===== config.mk =====
export PLATFORM = sky130hd
export DESIGN_NAME = clock_ctrl
export DESIGN_NICKNAME = d
export VERILOG_FILES = /design/src/rtl/clock_ctrl.sv
export SDC_FILE = /design/constraint.sdc
export NUM_CORES = 1
export LEC_CHECK = 0
export ABC_AREA = 1
export ABC_CLOCK_PERIOD_IN_PS = 2300
export CELL_PAD_IN_SITES_DETAIL_PLACEMENT = 2
export CELL_PAD_IN_SITES_GLOBAL_PLACEMENT = 2
export CORE_ASPECT_RATIO = 2
export CORE_UTILIZATION = 34
export DETAILED_ROUTE_END_ITERATION = 10
export GPL_TIMING_DRIVEN = 1
export HOLD_SLACK_MARGIN = 0.08
export MAX_ROUTING_LAYER = met4
export PLACE_DENSITY_LB_ADDON = 0.1
export SLEW_MARGIN = 30
export SYNTH_ARGS = -nofsm -noshare
export SYNTH_HDL_FRONTEND = slang
export SYNTH_SLANG_ARGS = --single-unit

===== constraint.sdc =====
create_clock -name clk -period 2.3 [get_ports clk]
set_input_delay 0.23 -clock clk [delete_from_list [all_inputs] [get_ports clk]]
set_output_delay 0.23 -clock clk [all_outputs]
set_load 0.05 [all_outputs]

===== src/rtl/clock_ctrl.sv =====
// ---------------------------------------------------------------------------
// ClockCtrl: control block for an HH:MM digital clock.
//
// Generates the one-second enable for the time datapath and runs the
// RUN -> SET_HR -> SET_MIN edit cycle driven by two push buttons.
// In the set states the displayed digits are captured into a binary shadow
// register. The shadow is incremented by the inc button and presented to
// the datapath as a load value.
//
// Ports
//   clk       in   single clock, rising edge
//   rst       in   asynchronous active-low reset
//   btn_mode  in   mode button (asynchronous, active-high level)
//   btn_inc   in   increment button (asynchronous, active-high level)
//   hh_t/hh_u in   current BCD hour digits (tens/units)
//   mm_t/mm_u in   current BCD minute digits (tens/units)
//   en_sec    out  one-cycle seconds-count enable
//   sel_hr    out  1 = hour counter counts carries, 0 = loads set_hr
//   sel_min   out  1 = minute counter counts carries, 0 = loads set_min
//   set_hr    out  binary hour load value
//   set_min   out  binary minute load value
//   mode      out  00 RUN, 01 SET_HR, 10 SET_MIN
// ---------------------------------------------------------------------------
module clock_ctrl #(
  parameter int unsigned DIV     = 1000,
  parameter int unsigned TIMEOUT = 10
) (
  input  logic       clk,
  input  logic       rst,
  input  logic       btn_mode,
  input  logic       btn_inc,
  input  logic [3:0] hh_t,
  input  logic [3:0] hh_u,
  input  logic [3:0] mm_t,
  input  logic [3:0] mm_u,
  output logic       en_sec,
  output logic       sel_hr,
  output logic       sel_min,
  output logic [7:0] set_hr,
  output logic [7:0] set_min,
  output logic [1:0] mode
);

  typedef enum logic [1:0] {
    RUN     = 2'b00,
    SET_HR  = 2'b01,
    SET_MIN = 2'b10
  } state_e;

  localparam logic [23:0] PRESC_LAST = 24'(DIV - 1);
  localparam logic [7:0]  IDLE_LAST  = 8'(TIMEOUT - 1);

  state_e      state_q, state_d;
  logic [23:0] presc_q, presc_d;
  logic [7:0]  idle_q, idle_d;
  logic [7:0]  hrShadow_q, hrShadow_d;
  logic [7:0]  minShadow_q, minShadow_d;
  logic        enSec_q, enSec_d;
  logic        selHr_q, selHr_d;
  logic        selMin_q, selMin_d;

  logic [1:0]  modeSync_q, incSync_q;
  logic        modePrev_q, incPrev_q;
  logic [1:0]  armCnt_q;

  logic        armed, modePress, incPress, tick, enterRun;
  logic [7:0]  hrRaw, minRaw, hrCap, minCap;

  // Button synchronizers. armCnt_q holds off edge detection until the
  // previous-value flop carries a genuinely sampled level, so a button held
  // through reset release never looks like a fresh press.
  always_ff @(posedge clk or negedge rst) begin
    if (!rst) begin
      modeSync_q <= '0;
      incSync_q  <= '0;
      modePrev_q <= 1'b0;
      incPrev_q  <= 1'b0;
      armCnt_q   <= '0;
    end else begin
      modeSync_q <= {modeSync_q[0], btn_mode};
      incSync_q  <= {incSync_q[0], btn_inc};
      modePrev_q <= modeSync_q[1];
      incPrev_q  <= incSync_q[1];
      if (armCnt_q != 2'd3) armCnt_q <= armCnt_q + 2'd1;
    end
  end

  assign armed     = (armCnt_q == 2'd3);
  assign modePress = armed & modeSync_q[1] & ~modePrev_q;
  assign incPress  = armed & incSync_q[1] & ~incPrev_q;
  assign tick      = (presc_q == PRESC_LAST);

  // BCD digits to binary; anything that is not a legal time of day loads 0.
  always_comb begin
    hrRaw  = 8'(hh_t) * 8'd10 + 8'(hh_u);
    minRaw = 8'(mm_t) * 8'd10 + 8'(mm_u);
    hrCap  = (hh_t > 4'd9 || hh_u > 4'd9 || hrRaw > 8'd23) ? 8'd0 : hrRaw;
    minCap = (mm_t > 4'd9 || mm_u > 4'd9 || minRaw > 8'd59) ? 8'd0 : minRaw;
  end

  // Next-state logic. The prescaler always runs; in the set states its wrap
  // is the idle-second tick. A press in a set state takes priority over a
  // tick, which is what lets a mode press beat a simultaneous timeout.
  always_comb begin
    state_d     = state_q;
    presc_d     = tick ? 24'd0 : presc_q + 24'd1;
    idle_d      = idle_q;
    hrShadow_d  = hrShadow_q;
    minShadow_d = minShadow_q;
    enterRun    = 1'b0;

    case (state_q)
      RUN: begin
        idle_d = '0;
        if (modePress) begin
          state_d    = SET_HR;
          hrShadow_d = hrCap;
        end
      end
      SET_HR: begin
        if (modePress) begin
          state_d     = SET_MIN;
          minShadow_d = minCap;
          idle_d      = '0;
        end else if (incPress) begin
          hrShadow_d = (hrShadow_q >= 8'd23) ? 8'd0 : hrShadow_q + 8'd1;
          idle_d     = '0;
        end else if (tick) begin
          if (idle_q == IDLE_LAST) enterRun = 1'b1;
          else                     idle_d   = idle_q + 8'd1;
        end
      end
      SET_MIN: begin
        if (modePress) begin
          enterRun = 1'b1;
        end else if (incPress) begin
          minShadow_d = (minShadow_q >= 8'd59) ? 8'd0 : minShadow_q + 8'd1;
          idle_d      = '0;
        end else if (tick) begin
          if (idle_q == IDLE_LAST) enterRun = 1'b1;
          else                     idle_d   = idle_q + 8'd1;
        end
      end
      default: enterRun = 1'b1;
    endcase

    // Every way back into RUN restarts the second so the first en_sec
    // arrives a full DIV cycles later.
    if (enterRun) begin
      state_d = RUN;
      presc_d = '0;
      idle_d  = '0;
    end

    enSec_d  = (state_q == RUN) && (state_d == RUN) && tick;
    selHr_d  = (state_d != SET_HR);
    selMin_d = (state_d != SET_MIN);
  end

  // State and registered outputs.
  always_ff @(posedge clk or negedge rst) begin
    if (!rst) begin
      state_q     <= RUN;
      presc_q     <= '0;
      idle_q      <= '0;
      hrShadow_q  <= '0;
      minShadow_q <= '0;
      enSec_q     <= 1'b0;
      selHr_q     <= 1'b1;
      selMin_q    <= 1'b1;
    end else begin
      state_q     <= state_d;
      presc_q     <= presc_d;
      idle_q      <= idle_d;
      hrShadow_q  <= hrShadow_d;
      minShadow_q <= minShadow_d;
      enSec_q     <= enSec_d;
      selHr_q     <= selHr_d;
      selMin_q    <= selMin_d;
    end
  end

  assign en_sec  = enSec_q;
  assign sel_hr  = selHr_q;
  assign sel_min = selMin_q;
  assign set_hr  = hrShadow_q;
  assign set_min = minShadow_q;
  assign mode    = state_q;

endmodule

==> results of run 1 <==
-- registers in the layout, summed over array words and instances (netlist names) --
signal,flops
modePrev_q,1
incPrev_q,1
mode,2
set_hr,8
presc_q,24
sel_hr,1
set_min,8
modeSync_q,2
sel_min,1
incSync_q,2
en_sec,1
idle_q,8
armCnt_q,2
-- area by class of cell --
class / instances / area, um^2
fill: 1302 / 6140
multi-input combinational: 379 / 2230
sequential: 61 / 1530
timing repair buffer: 73 / 663
inverter: 65 / 244
clock buffer: 10 / 239
tap: 142 / 178
clock inverter: 6 / 62.6
-- kinds of logic after synthesis --
| group | count (synthesis) | share of synthesized area (%) |
|---|---|---|
| simple gates | 261 | 29.8 |
| flops | 61 | 38.8 |
| xor+xnor | 27 | 6.00 |
| buf+inv | 69 | 6.93 |
| compound gates | 62 | 8.48 |
| mux | 1 | 0.286 |
| fa+ha+maj | 28 | 9.66 |
-- repair_timing --
action	in CTS	in global routing
hold buffers	1	0
setup endpoints to repair	11	11
gates resized for setup	7	27
endpoints found under the hold margin	25	0
gates cloned	0	0
pin swaps	3	11
buffers inserted	1	1
-- per-stage QoR --
| step | hold WS [ns] | std cells | util, % |
|---|---|---|---|
| 6_report | 0.335 | 736 | 45.6 |
| 2_1_floorplan | -0.0656 | 509 | - |
| 4_1_cts | 0.328 | 735 | 44.7 |
| 3_5_place_dp | 0.310 | 717 | 41.8 |
| 5_1_grt | 0.327 | 736 | 45.6 |
| 3_3_place_gp | 0.308 | 717 | 41.8 |
-- critical path: stages --
cell	delay, ns
clkdlybuf4s50_1	0.43
ha_2	0.18
ha_2	0.19
fa_2	0.44
xor2_4	0.21
buf_4	0.14
o21ai_2	0.05
nand2_1	0.07
nor2_1	0.10
buf_4	0.15
nand3_2	0.10
a21oi_2	0.17
-- metal layers --
metal | GRT usage [%] | up-vias | wire length (um)
li1 | - | 1809 | -
met1 | 19.8 | 1911 | 4140
met2 | 49.6 | 59 | 8220
met3 | 3.19 | 34 | 207
met4 | 11.2 | 0 | 535
met5 | - | - | 0
-- where the power goes --
part           switching [mW]  leakage [nW]  total (mW)  internal, mW
clock                   0.520         0.140        1.38         0.863
combinational            1.52          1.49        2.32         0.795
sequential              0.239         0.784        1.51          1.27
total                    2.28          2.41        5.21          2.93
-- cell usage after synthesis (all sizes together), types with 8 or more instances --
cell type  count
ha            24
o21ai         22
nand4         14
nor2         107
dfrtp         59
nor3          13
nand3         39
xnor2          8
inv           63
a21oi         30
xor2          19
nand2         81
-- worst max-delay path by stage --
stage,from,to,slack [ns]
2_1_floorplan,hh_t[1],set_hr[2],0.26
3_5_place_dp,mm_t[1],set_min[5],-0.41
4_1_cts,mm_t[1],set_min[5],0.01
5_1_grt,mm_u[1],set_min[0],-0.04
3_3_place_gp,hh_t[1],set_hr[4],-0.29
6_report,mm_t[2],set_min[0],0.09
==> run summary, run 1 <==
The endpoint with the worst hold slack is incSync_q[0]. The final setup violation count came out at 0. The sequential element share of the synthesized area came out at 38.8%. The library cell used most frequently in the layout, excluding fill and tap cells, is nor2_1.

The worst setup path is launched from an input port. The overflow left after global routing came out at 0. The flow ran to the end, and the final reports show no timing, DRC or antenna violations. The congestion estimate from routability-driven global placement came to 0.788.

The share of synthesized area in the top cell type comes to 37.5%. The number of clock buffers added by TritonCTS is 9. Across the run, the number of max-cap violations was 0. The final instance area came out at 5150 um^2. The post-layout minimum cycle time came out at 2.21 ns.

The largest total area in the synthesized netlist belongs to dfrtp_1. The average detailed-routed wire length per instance came out at 17.8 um. The worst clock skew came out at 0.00702 ns. The start-to-end type of the worst setup path is input port to flop.

The number of instances on the worst hold path is 1. Pin placement for this block handled 41 I/O pins. The number of synthesized flops with an enable pin came out at 0. The maximum vdd drop came out at 539 uV. The warning count from the yosys run is 0. The final layout contains routed wiring with a total length of 13.1 mm.

The clock reaches the later pin of the worst-skew pair after 0.34 ns. The static leakage is 2.41 nW. The post-synthesis area per instance came out at 7.74 um^2.

The effective utilization at floorplan came out at 34.9%. For this block, the initial DRC count from the detailed router was 103. The count of final hold-check violations was 0. The fraction of layout cells with a size suffix above 1 is 17.3%. The max-slew violation count came out at 0. The number of inserted diodes is 0. The number of placement rows is 55. The total half-perimeter wirelength after legalization and detailed placement came out at 10.2 mm. The worst register-to-register path begins at armCnt_q[0]. The core region is 11,300 um^2.

The combined global-route utilization of all metal layers is 24.0%. The level count of the clock H-tree came out at 3. The number of buffer cells added on primary ports is 40. Once routing completed, OpenROAD measured the worst setup slack at 0.0950 ns. The clock tree root driver cell is clkbuf_16. The number of cell instances on the worst register-to-register path came out at 10. The count of nets left with antenna violations once routing finished came out at 0. The number of global-route vias before repair was 4,441. The final net count came out at 637. Clock-pin slew was measured on the worst setup and hold paths at 0.05 ns. The gate count of the mapped netlist is 509. The area added between synthesis and finish came out at 30.7%.

The share of synthesized flip-flops with an asynchronous set or reset is 100%. After layout, the design draws a total of 5.21 mW. The overall die height is 154 um. The minimum setup slack after placement came out at -0.411 ns. The flip-flop and latch count after synthesis came out at 61.

The remaining design rule violation count came out at 0. The number of nets in the synthesized netlist is 557. The internal reg-to-reg setup slack is 0.21 ns. The clock passes through at most 2 buffers. The highest clock frequency the design can meet came out at 454 MHz. The setup total negative slack came out at 0 ns. The initial antenna violation count came out at 0.

Synthesis instantiated 38 different standard cells from the library. The library cells used most frequently in the layout, excluding fill and tap cells, are nor2_1 (100), nand2_1 (77), dfrtp_1 (59), inv_1 (53), clkdlybuf4s50_1 (34). The horizontal die dimension is 78.1 um.

The final critical path takes up 95.9% of the cycle. For this run, the leading register cell type out of synthesis is dfrtp_1. For this design, the sink count on the clock tree is 61. The first-pass GRT wire length came out at 21.5 mm. The startpoint identified for the worst hold timing path is btn_inc. The area of the mapped netlist came out at 3940 um^2. The cell area power density is 1010 nW/um^2.

The largest fanout of any net on the critical path came out at 6. The number of optimization iterations in the first detailed-route pass came out at 4. STA classifies the critical path endpoint as a flop. In the post-synthesis netlist, the biggest area contributors are dfrtp_1 (37%), nor2_1 (9.6%), ha_1 (7.6%).

Headroom to the max-slew limit came out at 53.8%. The standard cell area after detailed placement is 4720 um^2. The actual transition at the worst max-transition pin is 0.692 ns. The worst hold path class is input port to flop. The overall via count from detail_route is 3,813.

The die covers 12,000 um^2. The signal arrival time at the worst endpoint is 2.46 ns. Entering global routing, the biggest net connects 28 pins. The endpoint identified for the worst register-to-register timing path is idle_q[2].

In the routed layout, each cell is associated on average with a via count of 5.18. The CTS tree is yes. At the worst endpoint, the required time is 2.56 ns.
(Power assumes the default switching activity.)
==> run 2: changes to the inputs <==
--- a/config.mk
+++ b/config.mk
@@ -11,11 +11,12 @@
 export CELL_PAD_IN_SITES_GLOBAL_PLACEMENT = 2
 export CORE_ASPECT_RATIO = 2
 export CORE_UTILIZATION = 34
+export CTS_CLUSTER_SIZE = 8
 export DETAILED_ROUTE_END_ITERATION = 10
 export GPL_TIMING_DRIVEN = 1
 export HOLD_SLACK_MARGIN = 0.08
 export MAX_ROUTING_LAYER = met4
-export PLACE_DENSITY_LB_ADDON = 0.1
+export PLACE_DENSITY_LB_ADDON = 0.25
 export SLEW_MARGIN = 30
 export SYNTH_ARGS = -nofsm -noshare
 export SYNTH_HDL_FRONTEND = slang
==> run 2 against run 1 <==
Against the previous run: global-route usage is 0.28 points lower; critical path depth stayed put; final cell count is 0.54% lower; largest power group unchanged; core utilization is 0.089 points higher; largest cell class unchanged; sequential power hardly changed; die area stayed put; hold slack worse by 0.0021 ns; non-clock buffer count is 4 lower; clock skew is 0.0010 ns higher; combinational power hardly changed; maximum frequency is 1.9% higher; routed wire length is 2.6% lower.
==> run summary, run 2 (synthesized netlist as in run 1, its figures left out) <==
The largest fanout of any net on the critical path is 5 (-1). The pin count of the biggest net entering global routing is 25 (-11%). The switching share of power came to 42.6% (-1.2 points). The count of clock tree sinks is 61 (unchanged). The final net count came out at 633 (-0.63%). The number of global-route vias before repair is 4,493 (+1.2%). The number of inserted diodes came to 0 (unchanged). TritonCTS built the clock tree. The area added between synthesis and finish is 31.0%. The worst hold path begins at btn_mode. The total half-perimeter wirelength after legalization and detailed placement was 10.0 mm (-1.8%). The setup total negative slack is 0 ns (unchanged). The library cells used most frequently in the layout, excluding fill and tap cells, are nor2_1 (101), nand2_1 (78), dfrtp_1 (59), inv_1 (54), nand3_1 (35).

The overall die height is 154 um (unchanged). The area of the core region was 11,300 um^2 (unchanged). The number of optimization iterations in the first detailed-route pass is 4 (unchanged). The internal portion of total power is 3.04 mW (+3.6%). The final setup violation count is 0 (unchanged). The level count of the clock H-tree came out at 3 (unchanged). The endpoint of the lowest-slack register-to-register path is set_min[1]. The internal reg-to-reg setup slack came out at 0.18 ns (-0.03 ns).

The first-pass GRT wire length came out at 21.3 mm (-0.96%). The fill cell instance count of the final layout is 1,296 (-0.46%). The number of instances on the worst hold path is 1 (unchanged). The instance count after placement with tap cells included was 714 (-0.42%).

The number of placement rows came out at 55 (unchanged). The number of flip-flops under the largest register name came out at 24 (unchanged). The via density per instance came to 5.17 (-0.17%). The maximum vdd drop came out at 423 uV (-22%). The die area was 12,000 um^2 (unchanged). The overall routed net length came out at 12.8 mm (-2.6%).

The min-delay analysis places its worst path in the category input port to flop. The post-layout minimum cycle time is 2.16 ns (-0.0412 ns). The cell area power density was 1030 nW/um^2 (+1.3%). The initial antenna violation count came out at 0 (unchanged).

The final RePlAce weighted congestion was 0.762 (-3.3%). The count of nets left with antenna violations after detail routing is 0 (unchanged). The register with the most flip-flops is presc_q. The number of cell instances on the worst register-to-register path came out at 9 (-1). The utilization after layout is 45.7% (+0.089 points). The net load switching power came to 2.25 mW (-1.3%).

The combinational fraction of design power came to 43.4% (-1.1 points). The effective utilization at floorplan is 34.9% (unchanged). The TritonCTS buffer count is 9 (unchanged). The worst setup path is launched from an input port. The worst setup path is captured at a flop. The signal arrival time at the worst endpoint is 2.43 ns (-0.03 ns). The final-layout worst hold slack came out at 0.333 ns (-0.00210 ns). The clock power share is 28.0% (+1.5 points).

The horizontal die dimension is 78.1 um (unchanged). The worst setup path is of the input port to flop kind. The total power after layout is 5.29 mW (+1.5%).

The library cell used most frequently in the layout, excluding fill and tap cells, is nor2_1. The post-route fraction of the period consumed by the critical path is 94.1% (-1.8 points). The DRC violation total after the first TritonRoute iteration came to 63 (-39%). The endpoint with the worst hold slack is modeSync_q[0].

The final cell count without fillers came to 732 (-0.54%). The number of placed I/O pins is 41 (unchanged). The average detailed-routed wire length per instance was 17.4 um (-2.1%).

The actual transition at the worst max-transition pin came to 0.513 ns (-0.179 ns). The count of final hold-check violations was 0 (unchanged). The worst slew slack as a fraction of its limit came out at 65.6% (+12 points). The clock transition at the register clock pins on the worst setup and hold paths after CTS came out at 0.06 ns (about the same). The worst endpoint required time is 2.56 ns (about the same). The maximum clock insertion buffer count is 2 (unchanged).

The static leakage came out at 2.41 nW (about the same). The number of buffer cells added on primary ports is 40 (unchanged). The worst clock skew came out at 0.00803 ns (+0.00101 ns).

The max-slew violation count came to 0 (unchanged). The overall via count from detail_route came out at 3,786 (-0.71%). The count of max-cap constraint violations was 0 (unchanged).

The highest clock frequency the design can meet came out at 462 MHz (+1.9%). The tree is rooted in a clkbuf_16. The fraction of layout cells with a size suffix above 1 came to 15.8% (-1.6 points). The overflow left after global routing was 0 (unchanged). The proportion of power drawn by flip-flops and latches is 28.6% (-0.4 points).

The latest clock arrival within the worst-skew pair was 0.34 ns (about the same). The run finished with clean final reports. The worst register-to-register path begins at armCnt_q[0]. The combined global-route utilization of all metal layers was 23.8% (-0.28 points).

The remaining design rule violation count came out at 0 (unchanged).
==> run 2: final cells by class <==
| class | count | area, um^2 | share of cell area [%] |
|---|---|---|---|
| Sequential cell | 61 | 1530 | 29.6 |
| Clock inverter | 6 | 86.3 | 1.67 |
| Clock buffer | 10 | 239 | 4.63 |
| Tap cell | 142 | 178 | 3.44 |
| Multi-Input combinational cell | 379 | 2260 | 43.8 |
| Inverter | 65 | 244 | 4.73 |
| Timing Repair Buffer | 69 | 623 | 12.1 |
==> run 2: critical path, stage by stage <==
cell,delay [ns]
clkdlybuf4s15_1,0.27
ha_4,0.29
ha_4,0.17
fa_1,0.56
inv_1,0.08
nor2_1,0.11
nand2_1,0.08
xor2_1,0.15
nor2_1,0.14
buf_4,0.15
nand3_1,0.08
a21oi_2,0.14
==> run 2: how the worst max path moves through the flow <==
stage	to	from	slack, ns	cells past startpoint
finish	set_hr[0]	hh_t[1]	0.14	12
global route	set_min[3]	mm_u[1]	-0.04	14
CTS	set_min[3]	mm_t[1]	0.03	12
detailed placement	set_hr[2]	hh_t[1]	-0.47	12
global placement	set_hr[0]	hh_t[1]	-0.33	12
floorplan	set_hr[2]	hh_t[1]	0.26	10
==> run 2: routing by layer <==
metal / global-route usage [%] / vias up / part of all wire, %
met5: - / - / 0
met4: 8.82 / 0 / 2.2
met3: 3.36 / 21 / 1.6
met2: 49.3 / 52 / 63
met1: 20.2 / 1905 / 33
li1: - / 1808 / -
==> run 2: repair_timing <==
item | 4_1_cts | 5_1_grt
hold buffers | 1 | 0
buffers inserted | 0 | 1
setup endpoints to repair | 11 | 14
pin swaps | 6 | 7
hold endpoints to repair | 16 | 0
resized for setup | 14 | 20
==> run 2: power by group through the flow <==
| stage | Clock, mW | Combinational, mW | Sequential (mW) |
|---|---|---|---|
| 2_1_floorplan | 0 | 1.04 | 1.91 |
| 3_3_place_gp | 0 | 2.10 | 1.51 |
| 3_5_place_dp | 0 | 2.22 | 1.53 |
| 4_1_cts | 1.51 | 2.30 | 1.52 |
| 5_1_grt | 1.55 | 2.51 | 1.55 |
| 6_report | 1.48 | 2.30 | 1.51 |
==> run 2: stage by stage <==
step                cell area [um^2]  worst slack, ns
finish                          5160            0.136
global route                    5160          -0.0384
CTS                             5060           0.0289
detailed placement              4690           -0.471
global placement                4690           -0.327
floorplan                       3940            0.255
==> run 3: changes to the inputs <==
--- a/config.mk
+++ b/config.mk
@@ -10,6 +10,7 @@
 export CELL_PAD_IN_SITES_DETAIL_PLACEMENT = 2
 export CELL_PAD_IN_SITES_GLOBAL_PLACEMENT = 2
 export CORE_ASPECT_RATIO = 2
+export CORE_MARGIN = 10
 export CORE_UTILIZATION = 34
 export CTS_CLUSTER_SIZE = 8
 export DETAILED_ROUTE_END_ITERATION = 10
==> run 3 against run 2 <==
Against the previous run: cell area grew 1.9%; power down 0.76%; non-clock buffer count grew 7; die area is 37% higher; hold slack got worse by 0.27 ns; largest power group unchanged; highest routed layer unchanged.
==> run summary, run 3 (synthesized netlist as in run 1, its figures left out) <==
TritonCTS built the clock tree. The count of final hold-check violations came out at 0 (unchanged). The worst hold path class is input port to asynchronous set/reset pin. The final-layout worst hold slack came out at 0.0648 ns (-0.268 ns). The clock transition at the register clock pins on the worst setup and hold paths after CTS came out at 0.05 ns (about the same). The overflow left after global routing came out at 0 (unchanged). The register with the most flip-flops is presc_q.

The count of nets left with antenna violations after detail routing is 0 (unchanged). The highest clock frequency the design can meet is 454 MHz (-1.7%). STA classifies the critical path endpoint as a flop. The number of placement rows came to 55 (unchanged). The latest clock arrival within the worst-skew pair came out at 0.33 ns (about the same). The effective utilization at floorplan is 34.7% (-0.21 points).

The max-slew violation count is 0 (unchanged). The maximum clock insertion buffer count is 2 (unchanged). The DRC violation total after the first TritonRoute iteration is 57 (-9.5%). The via density per instance came out at 5.12 (-0.98%).

The standard cell area after detailed placement came out at 4720 um^2 (+0.64%). The remaining design rule violation count came out at 0 (unchanged). The library cells used most frequently in the layout, excluding fill and tap cells, are nor2_1 (97), nand2_1 (77), dfrtp_1 (59), inv_1 (54), buf_4 (36).

The area of the core region was 11,400 um^2 (+0.61%). The overall via count from detail_route is 3,790 (+0.11%). The initial antenna violation count came out at 1 (+1).

The count of clock tree sinks was 61 (unchanged). The worst endpoint required time came out at 2.56 ns (about the same). The die area came out at 16,600 um^2 (+37%). The count of max-cap constraint violations was 0 (unchanged). The number of flip-flops under the largest register name is 24 (unchanged). The horizontal die dimension came to 96.1 um (+23%). In this run the worst setup path terminates at set_min[3]. The internal reg-to-reg setup slack is 0.16 ns (-0.02 ns).

The maximum vdd drop was 411 uV (-2.8%). The worst register-to-register path begins at armCnt_q[0]. The number of hold-repair buffers added at the cts stage was 0 (-1).

The final setup violation count came out at 0 (unchanged). The combined global-route utilization of all metal layers came out at 18.1% (-5.7 points). The number of cell instances on the worst register-to-register path is 9 (unchanged). The flow ran to the end, and the final reports show no timing, DRC or antenna violations. The level count of the clock H-tree is 3 (unchanged). The worst clock skew was 0.00445 ns (-0.00358 ns). The final net count is 640 (+1.1%).

The overall routed net length came to 14.0 mm (+9.5%). The source of the critical timing path is mm_t[0]. The number of optimization iterations in the first detailed-route pass was 4 (unchanged).

The number of buffer cells added on primary ports came out at 40 (unchanged). The post-layout minimum cycle time is 2.20 ns (+0.0374 ns). The average detailed-routed wire length per instance is 18.9 um (+8.3%). The total half-perimeter wirelength after legalization and detailed placement came out at 11.0 mm (+9.8%).

The pin count of the biggest net entering global routing is 62 (+150%). In this run the clock root is driven by a clkbuf_16. The library cell used most frequently in the layout, excluding fill and tap cells, is nor2_1.

The worst setup path is launched from an input port. The post-route fraction of the period consumed by the critical path is 95.7% (+1.6 points). The area growth from synthesis to layout is 33.4%. The first-pass GRT wire length came to 22.2 mm (+4.5%). The endpoint of the lowest-slack register-to-register path is idle_q[1]. The number of global-route vias before repair came to 4,503 (+0.22%).

The static leakage was 2.42 nW (+0.48%). The overall die height is 172 um (+12%). The worst slew slack as a fraction of its limit is 45.9% (-20 points).

The signal arrival time at the worst endpoint is 2.46 ns (+0.03 ns). The final RePlAce weighted congestion is 0.816 (+7.1%). The worst setup path is of the input port to flop kind. The fraction of layout cells with a size suffix above 1 came out at 20.3% (+4.5 points). The actual transition at the worst max-transition pin came out at 0.812 ns (+0.299 ns).

The final instance area is 5260 um^2 (+1.9%). The largest fanout of any net on the critical path came out at 6 (+1). The cell area power density came out at 999 nW/um^2 (-2.6%).

The number of placed I/O pins is 41 (unchanged). The TritonCTS buffer count came out at 9 (unchanged).
run 3: repair_timing:
| action | CTS | global route |
|---|---|---|
| resized for setup | 18 | 33 |
| endpoints found under the setup margin | 11 | 12 |
| pin swaps | 15 | 12 |
| hold endpoints to repair | 0 | 0 |
| setup buffers | 3 | 2 |
run 3: worst min-delay path by stage:
stage / endpoint / depth (start not counted) / start
finish: presc_q[7] / 2 / rst
global route: presc_q[7] / 2 / rst
CTS: presc_q[7] / 2 / rst
detailed placement: incSync_q[1] / 0 / incSync_q[0]
global placement: modeSync_q[1] / 0 / modeSync_q[0]
floorplan: armCnt_q[0] / 0 / rst
run 3: cell type report:
type	count	area [um^2]
Inverter	65	244
Clock buffer	11	243
Multi-Input combinational cell	379	2350
Timing Repair Buffer	76	664
Clock inverter	5	50.0
Fill cell	1343	6100
Sequential cell	61	1530
Antenna cell	1	2.50
Tap cell	142	178
run 3: layer usage:
layer / GRT usage (%) / up-vias / share of wire, %
met5: - / - / 0
met4: 8.45 / 0 / 2.7
met3: 2.39 / 20 / 1.7
met2: 37.6 / 51 / 65
met1: 14.1 / 1899 / 30
li1: - / 1820 / -
run 3: metrics by stage:
step | cells | power, mW | util, % | worst slack [ns] | TNS [ns]
detailed placement | 718 | 3.81 | 41.5 | -0.519 | -4.96
global route | 740 | 5.60 | 46.3 | -0.0448 | -0.197
CTS | 737 | 5.23 | 44.8 | 0.00839 | 0
finish | 740 | 5.25 | 46.3 | 0.0988 | 0
global placement | 718 | 3.68 | 41.5 | -0.383 | -3.28
floorplan | 509 | 2.95 | - | 0.255 | 0
run 3: power by group:
part | internal, mW | leakage (nW) | switching (mW)
sequential | 1.27 | 0.784 | 0.228
combinational | 0.835 | 1.49 | 1.59
clock | 0.859 | 0.149 | 0.469
total | 2.97 | 2.42 | 2.28
run 3: worst max-delay path, stage by stage:
cell and delay [ns]:
clkdlybuf4s50_1 0.51, ha_2 0.28, ha_2 0.38, a21oi_2 0.09
nor2_2 0.16, buf_4 0.13, nand2_1 0.07, nand3_1 0.10
nor2_1 0.05, nor2_1 0.09, buf_4 0.15, nand3_2 0.08
a21oi_2 0.14
==> RTL edit 1 (config.mk and constraints of run 2) <==
The output `sel_hr` loses its register stage (`selHr_q` becomes a continuous assignment).
--- a/src/rtl/clock_ctrl.sv
+++ b/src/rtl/clock_ctrl.sv
@@ -168,3 +168,2 @@
       enSec_q     <= 1'b0;
-      selHr_q     <= 1'b1;
       selMin_q    <= 1'b1;
@@ -177,3 +176,2 @@
       enSec_q     <= enSec_d;
-      selHr_q     <= selHr_d;
       selMin_q    <= selMin_d;
@@ -181,2 +179,4 @@
   end
+
+  assign selHr_q = selHr_d;
 
Check against the original RTL: not equivalent (Yosys sat finds a counterexample within 4 cycles, from zero or initial values and one cycle with rst low).
==> RTL edit 1 against run 2 <==
- worst setup slack worse by 86 ps
- critical endpoint is now set_hr[3]
- non-clock buffer count up 10
- area after synthesis down 0.67%
- total power down 2.2%
- design area up 1.8%
- final cell count up 1.2%
- routed wire length up 1.1%
- core utilization up 0.82 points
- die area down 0.65%
- sequential cell count down 1
- first-iteration DRC count up 67%
==> RTL edit 1: results (changes against run 2) <==
Outcome
  • Status: completed

Finish
  • Share of layout cells above drive strength 1: 21.20% (+5.4 points)
  • Biggest register: presc_q
  • ANT cells: 0 (unchanged)
  • Final layout net count: 642 (+1.4%)
  • Fin cells: 741 (+1.2%)
  • Layout filler cell count: 1320 (+1.9%)

Place
  • Placer congestion estimate: 0.7977 (+4.7%)
  • IO Port Bufs: 40 (unchanged)
  • Post-DP HPWL: 9639 um (-3.7%)
  • Post-place instance area: 4690 sq um (about the same)
  • Dpl ws: -475.8 ps (-4.861 ps)

Pwr
  • Peak supply drop: 529.5 uV (+25%)
  • PD cells: 984.4 nW/um^2 (-4.0%)
  • Combinational power share: 47.1% (+3.7 points)
  • Int Pwr: 2.865 mW (-5.6%)
  • Leak: 2.442 nW (+1.3%)

Global route
  • Largest net degree at the start of global routing: 61 (+140%)
  • Number of global-route vias before repair: 4376 (-2.6%)
  • Global-route wire length before repair: 20740 um (-2.4%)
  • Total track usage: 23.23% (-0.54 points)

STA
  • Slew @ Worst Pin: 530.5 ps (+17.55 ps)
  • Setup Skew: 8.341 ps (+0.3108 ps)

Setup path
  • Crit-path max cell delay: 590 ps (+30 ps)
  • Crit path DAT: 2510 ps (+80 ps)
  • Worst-path fanout max: 5 (unchanged)
  • CP max stage cell: fa_2

Synth
  • Net Count, Synth: 556 (-0.18%)
  • Sequential share of the synthesized area: 38.41% (-0.41 points)
  • Synth unique cells: 38 (unchanged)
  • Commonest cells post-synth: 101 x nor2_1, 78 x nand2_1, 59 x dfrtp_1, 55 x inv_1, 36 x nand3_1
  • Ranking of synthesized cells by area: dfrtp_1 38%, nor2_1 9.7%, ha_1 7.7%
  • Mean post-synth cell area: 7.702 sq um (-0.47%)

CTS
  • Inserted Clock Buffers: 9 (unchanged)

Route
  • First-pass detailed-route iteration total: 4 (unchanged)
  • Drt via density: 5.208 (+0.69%)
  • Routed WL per cell: 17.42 um (-0.12%)
  • Initial DRC count: 105 (+67%)
RTL edit 1: changes by cell type in the layout (fill, tap and decap cells not counted), moves of 3 or more:
cell and delta:
nor2_1 -6, nor2_2 +5, buf_4 +8, dfrtp_2 +4
nand2_1 -3, nand3_2 +4, dfrtp_1 -4, nand3_1 -4
RTL edit 1: worst paths after layout:
check	startpoint	endpoint	slack [ps]	depth (start not counted)
worst max-delay path	hh_t[2]	set_hr[3]	50	12
worst min-delay path	btn_inc	incSync_q[0]	340	1
worst max register to register	armCnt_q[1]	idle_q[1]	340	11
worst min register to register	modeSync_q[0]	modeSync_q[1]	350	0
max in group asynchronous	rst	sel_min	1540	3
min in group asynchronous	rst	presc_q[17]	440	3
RTL edit 1: per-layer routing:
layer | GRT usage [%] | share of wire, %
met5 | - | 0
met4 | 9.793 | 3.0
met3 | 2.730 | 1.4
met2 | 48.38 | 62
met1 | 19.42 | 34
RTL edit 1: repair_timing:
action                                  in CTS  in global routing
hold buffers                                 1                  0
endpoints found under the setup margin      12                 12
gates resized for setup                     27                 32
pin swaps                                   12                 20
hold endpoints to repair                    59                  0
buffers inserted                             1                  9
RTL edit 1: kinds of logic after synthesis:
kind of cell / Yosys count / share of synthesized area (%)
muxes: 1 / 0.2878
adders and majority gates: 28 / 9.722
AOI/OAI and AO/OA: 62 / 8.539
DFF: 60 / 38.41
and+or+nand+nor: 261 / 30.03
xor gates and xnor gates: 27 / 6.044
buffers and inverters: 69 / 6.972
RTL edit 1: final cells by class:
type	count	area (sq um)	share of cell area, %
multi-input cells	379	2331	44.38
flip-flops and latches	60	1508	28.70
repair buffers	79	721.9	13.74
inverters	65	244.0	4.645
clock buffers	11	242.7	4.621
well taps	142	177.7	3.383
clock inverters	5	27.53	0.5241
==> RTL edit 2 (config.mk and constraints of run 2) <==
Made on the original files. Set the parameter `TIMEOUT` to 5 (it was 10).
--- a/src/rtl/clock_ctrl.sv
+++ b/src/rtl/clock_ctrl.sv
@@ -25,3 +25,3 @@
   parameter int unsigned DIV     = 1000,
-  parameter int unsigned TIMEOUT = 10
+  parameter int unsigned TIMEOUT = 5
 ) (
Behaviour: no difference found for any inputs over 10 cycles, from zero or initial values and one cycle with rst low; that may be too few to reach the edited logic, so the function may still have changed.
==> RTL edit 2 against run 2 <==
- routed wire length up 18%
- total power down 0.53%
- non-clock buffer count up 9
- sequential cell count unchanged
- sequential power about the same
- design area up 6.0%
- worst setup slack worse by 86 ps
- area after synthesis up 6.0%
- worst hold slack better by 8.0 ps
- largest power group unchanged
==> RTL edit 2: results (changes against run 2) <==
Setup path
  • Crit path DAT: 2510 ps (+80 ps)
  • Reg2reg start: presc_q[0]
  • Reg-to-Reg End: presc_q[18]
  • CP delay by family, top: simple AND/OR/NAND/NOR gates
  • Reg2reg path depth: 8 (-1)
  • Setup slack, reg-to-reg: 200 ps (+20 ps)
  • CP max stage cell: clkdlybuf4s50_1
  • Worst-path fanout max: 6 (+1)
  • Crit-path max cell delay: 490 ps (-70 ps)

Place
  • Post-place instance area: 5029 sq um (+7.3%)
  • Dpl ws: -575.5 ps (-104.6 ps)
  • Post-DP HPWL: 11990 um (+20%)
  • Placed Cells: 777 (+8.8%)
  • IO Port Bufs: 40 (unchanged)
  • Placer congestion estimate: 0.8099 (+6.3%)

CTS
  • CTS clk-pin slew, worst paths: 50 ps
  • CTS hold repair buffers: 1 (unchanged)
  • Clock Tree Buf Depth: 2 (unchanged)
  • Post-cts resize count: 28 (+14)
  • Root buffer cell: clkbuf_16
  • H-tree levels: 3 (unchanged)

Synth
  • Net Count, Synth: 606 (+8.8%)
  • Synth unique cells: 42 (+11%)
  • Mean post-synth cell area: 7.485 sq um (-3.3%)
  • Ranking of synthesized cells by area: dfrtp_1 35%, nor2_1 9.4%, nand2_1 9.3%
  • Sequential share of the synthesized area: 36.61% (-2.2 points)
  • Commonest cells post-synth: 105 x nor2_1, 104 x nand2_1, 70 x inv_1, 59 x dfrtp_1, 33 x nand3_1
  • Ys async rst share: 100.0% (unchanged)

Global route
  • Number of global-route vias before repair: 4948 (+10%)
  • Largest net degree at the start of global routing: 35 (+40%)
  • Antenna violations before repair: 0 (unchanged)
  • Total track usage: 25.85% (+2.1 points)
  • Global-route wire length before repair: 24150 um (+14%)

Route
  • Drt via density: 5.249 (+1.5%)
  • Initial DRC count: 110 (+75%)
  • First-pass detailed-route iteration total: 3 (-1)
  • Routed WL: 15050 um (+18%)
  • DR vias: 4168 (+10%)

Hold path
  • Worst hold path depth: 1 (unchanged)
  • Hold Crit Start: btn_inc
  • Endpoint, Worst Hold: incSync_q[0]

Finish
  • ANT cells: 0 (unchanged)
  • Layout filler cell count: 1348 (+4.0%)
  • Final layout net count: 692 (+9.3%)
  • Share of layout cells above drive strength 1: 17.72% (+2.0 points)

Pwr
  • Leak: 2.586 nW (+7.3%)
  • Switching power: 2.296 mW (+1.9%)
  • Peak supply drop: 449.4 uV (+6.3%)

STA
  • Worst hold margin: 341.0 ps (+7.997 ps)
  • Slew @ Worst Pin: 587.0 ps (+74.03 ps)
  • Setup Skew: 7.882 ps (-0.1477 ps)

Outcome
  • Status: completed
==> RTL edit 2: worst max-delay path by stage <==
stage | start | endpoint | slack, ps | cells after the start
after floorplan | mm_t[1] | set_min[2] | 260 | 8
after global placement | mm_t[1] | set_min[2] | -360 | 11
after CTS | mm_t[0] | set_min[1] | 9 | 12
final | mm_t[0] | set_min[2] | 50 | 14
after detailed placement | mm_t[1] | set_min[1] | -580 | 11
after global routing | mm_t[0] | set_min[2] | -60 | 14
==> RTL edit 2: cell families (layout without fill, tap and decap cells) <==
logic type                 after synthesis  count (layout)  share of synthesized area, %
xor gates and xnor gates                26              26                         5.452
and+or+nand+nor                        311             311                         34.27
buffers and inverters                   80             171                         7.609
adders and majority gates               28              28                         9.107
DFF                                     61              61                         36.61
AOI/OAI and AO/OA                       51              51                         6.681
muxes                                    1               1                        0.2696
==> RTL edit 2: layer usage <==
layer  vias up  part of all wire, %  track usage, %
met3        42                  1.8           3.391
met4         0                  4.2           12.26
met2        65                   63           52.54
met1      2087                   31           20.95
met5         -                    0               -
li1       1974                    -               -
==> RTL edit 2: power by group through the flow <==
| stage | Clock [mW] | Combinational, mW | Sequential [mW] |
|---|---|---|---|
| floorplan | 0 | 1.07 | 1.89 |
| global placement | 0 | 2.18 | 1.51 |
| detailed placement | 0 | 2.31 | 1.52 |
| CTS | 1.40 | 2.38 | 1.51 |
| global route | 1.43 | 2.59 | 1.53 |
| finish | 1.37 | 2.38 | 1.51 |
==> RTL edit 2: final cells by class <==
class                   instances  area [sq um]  share of cell area (%)
multi-input cells             417          2470                   45.15
flip-flops and latches         61          1529                   27.95
clock inverters                 4         47.55                  0.8692
clock buffers                  12         246.5                   4.506
repair buffers                 78         705.7                   12.90
inverters                      77         290.3                   5.306
well taps                     145         181.4                   3.317
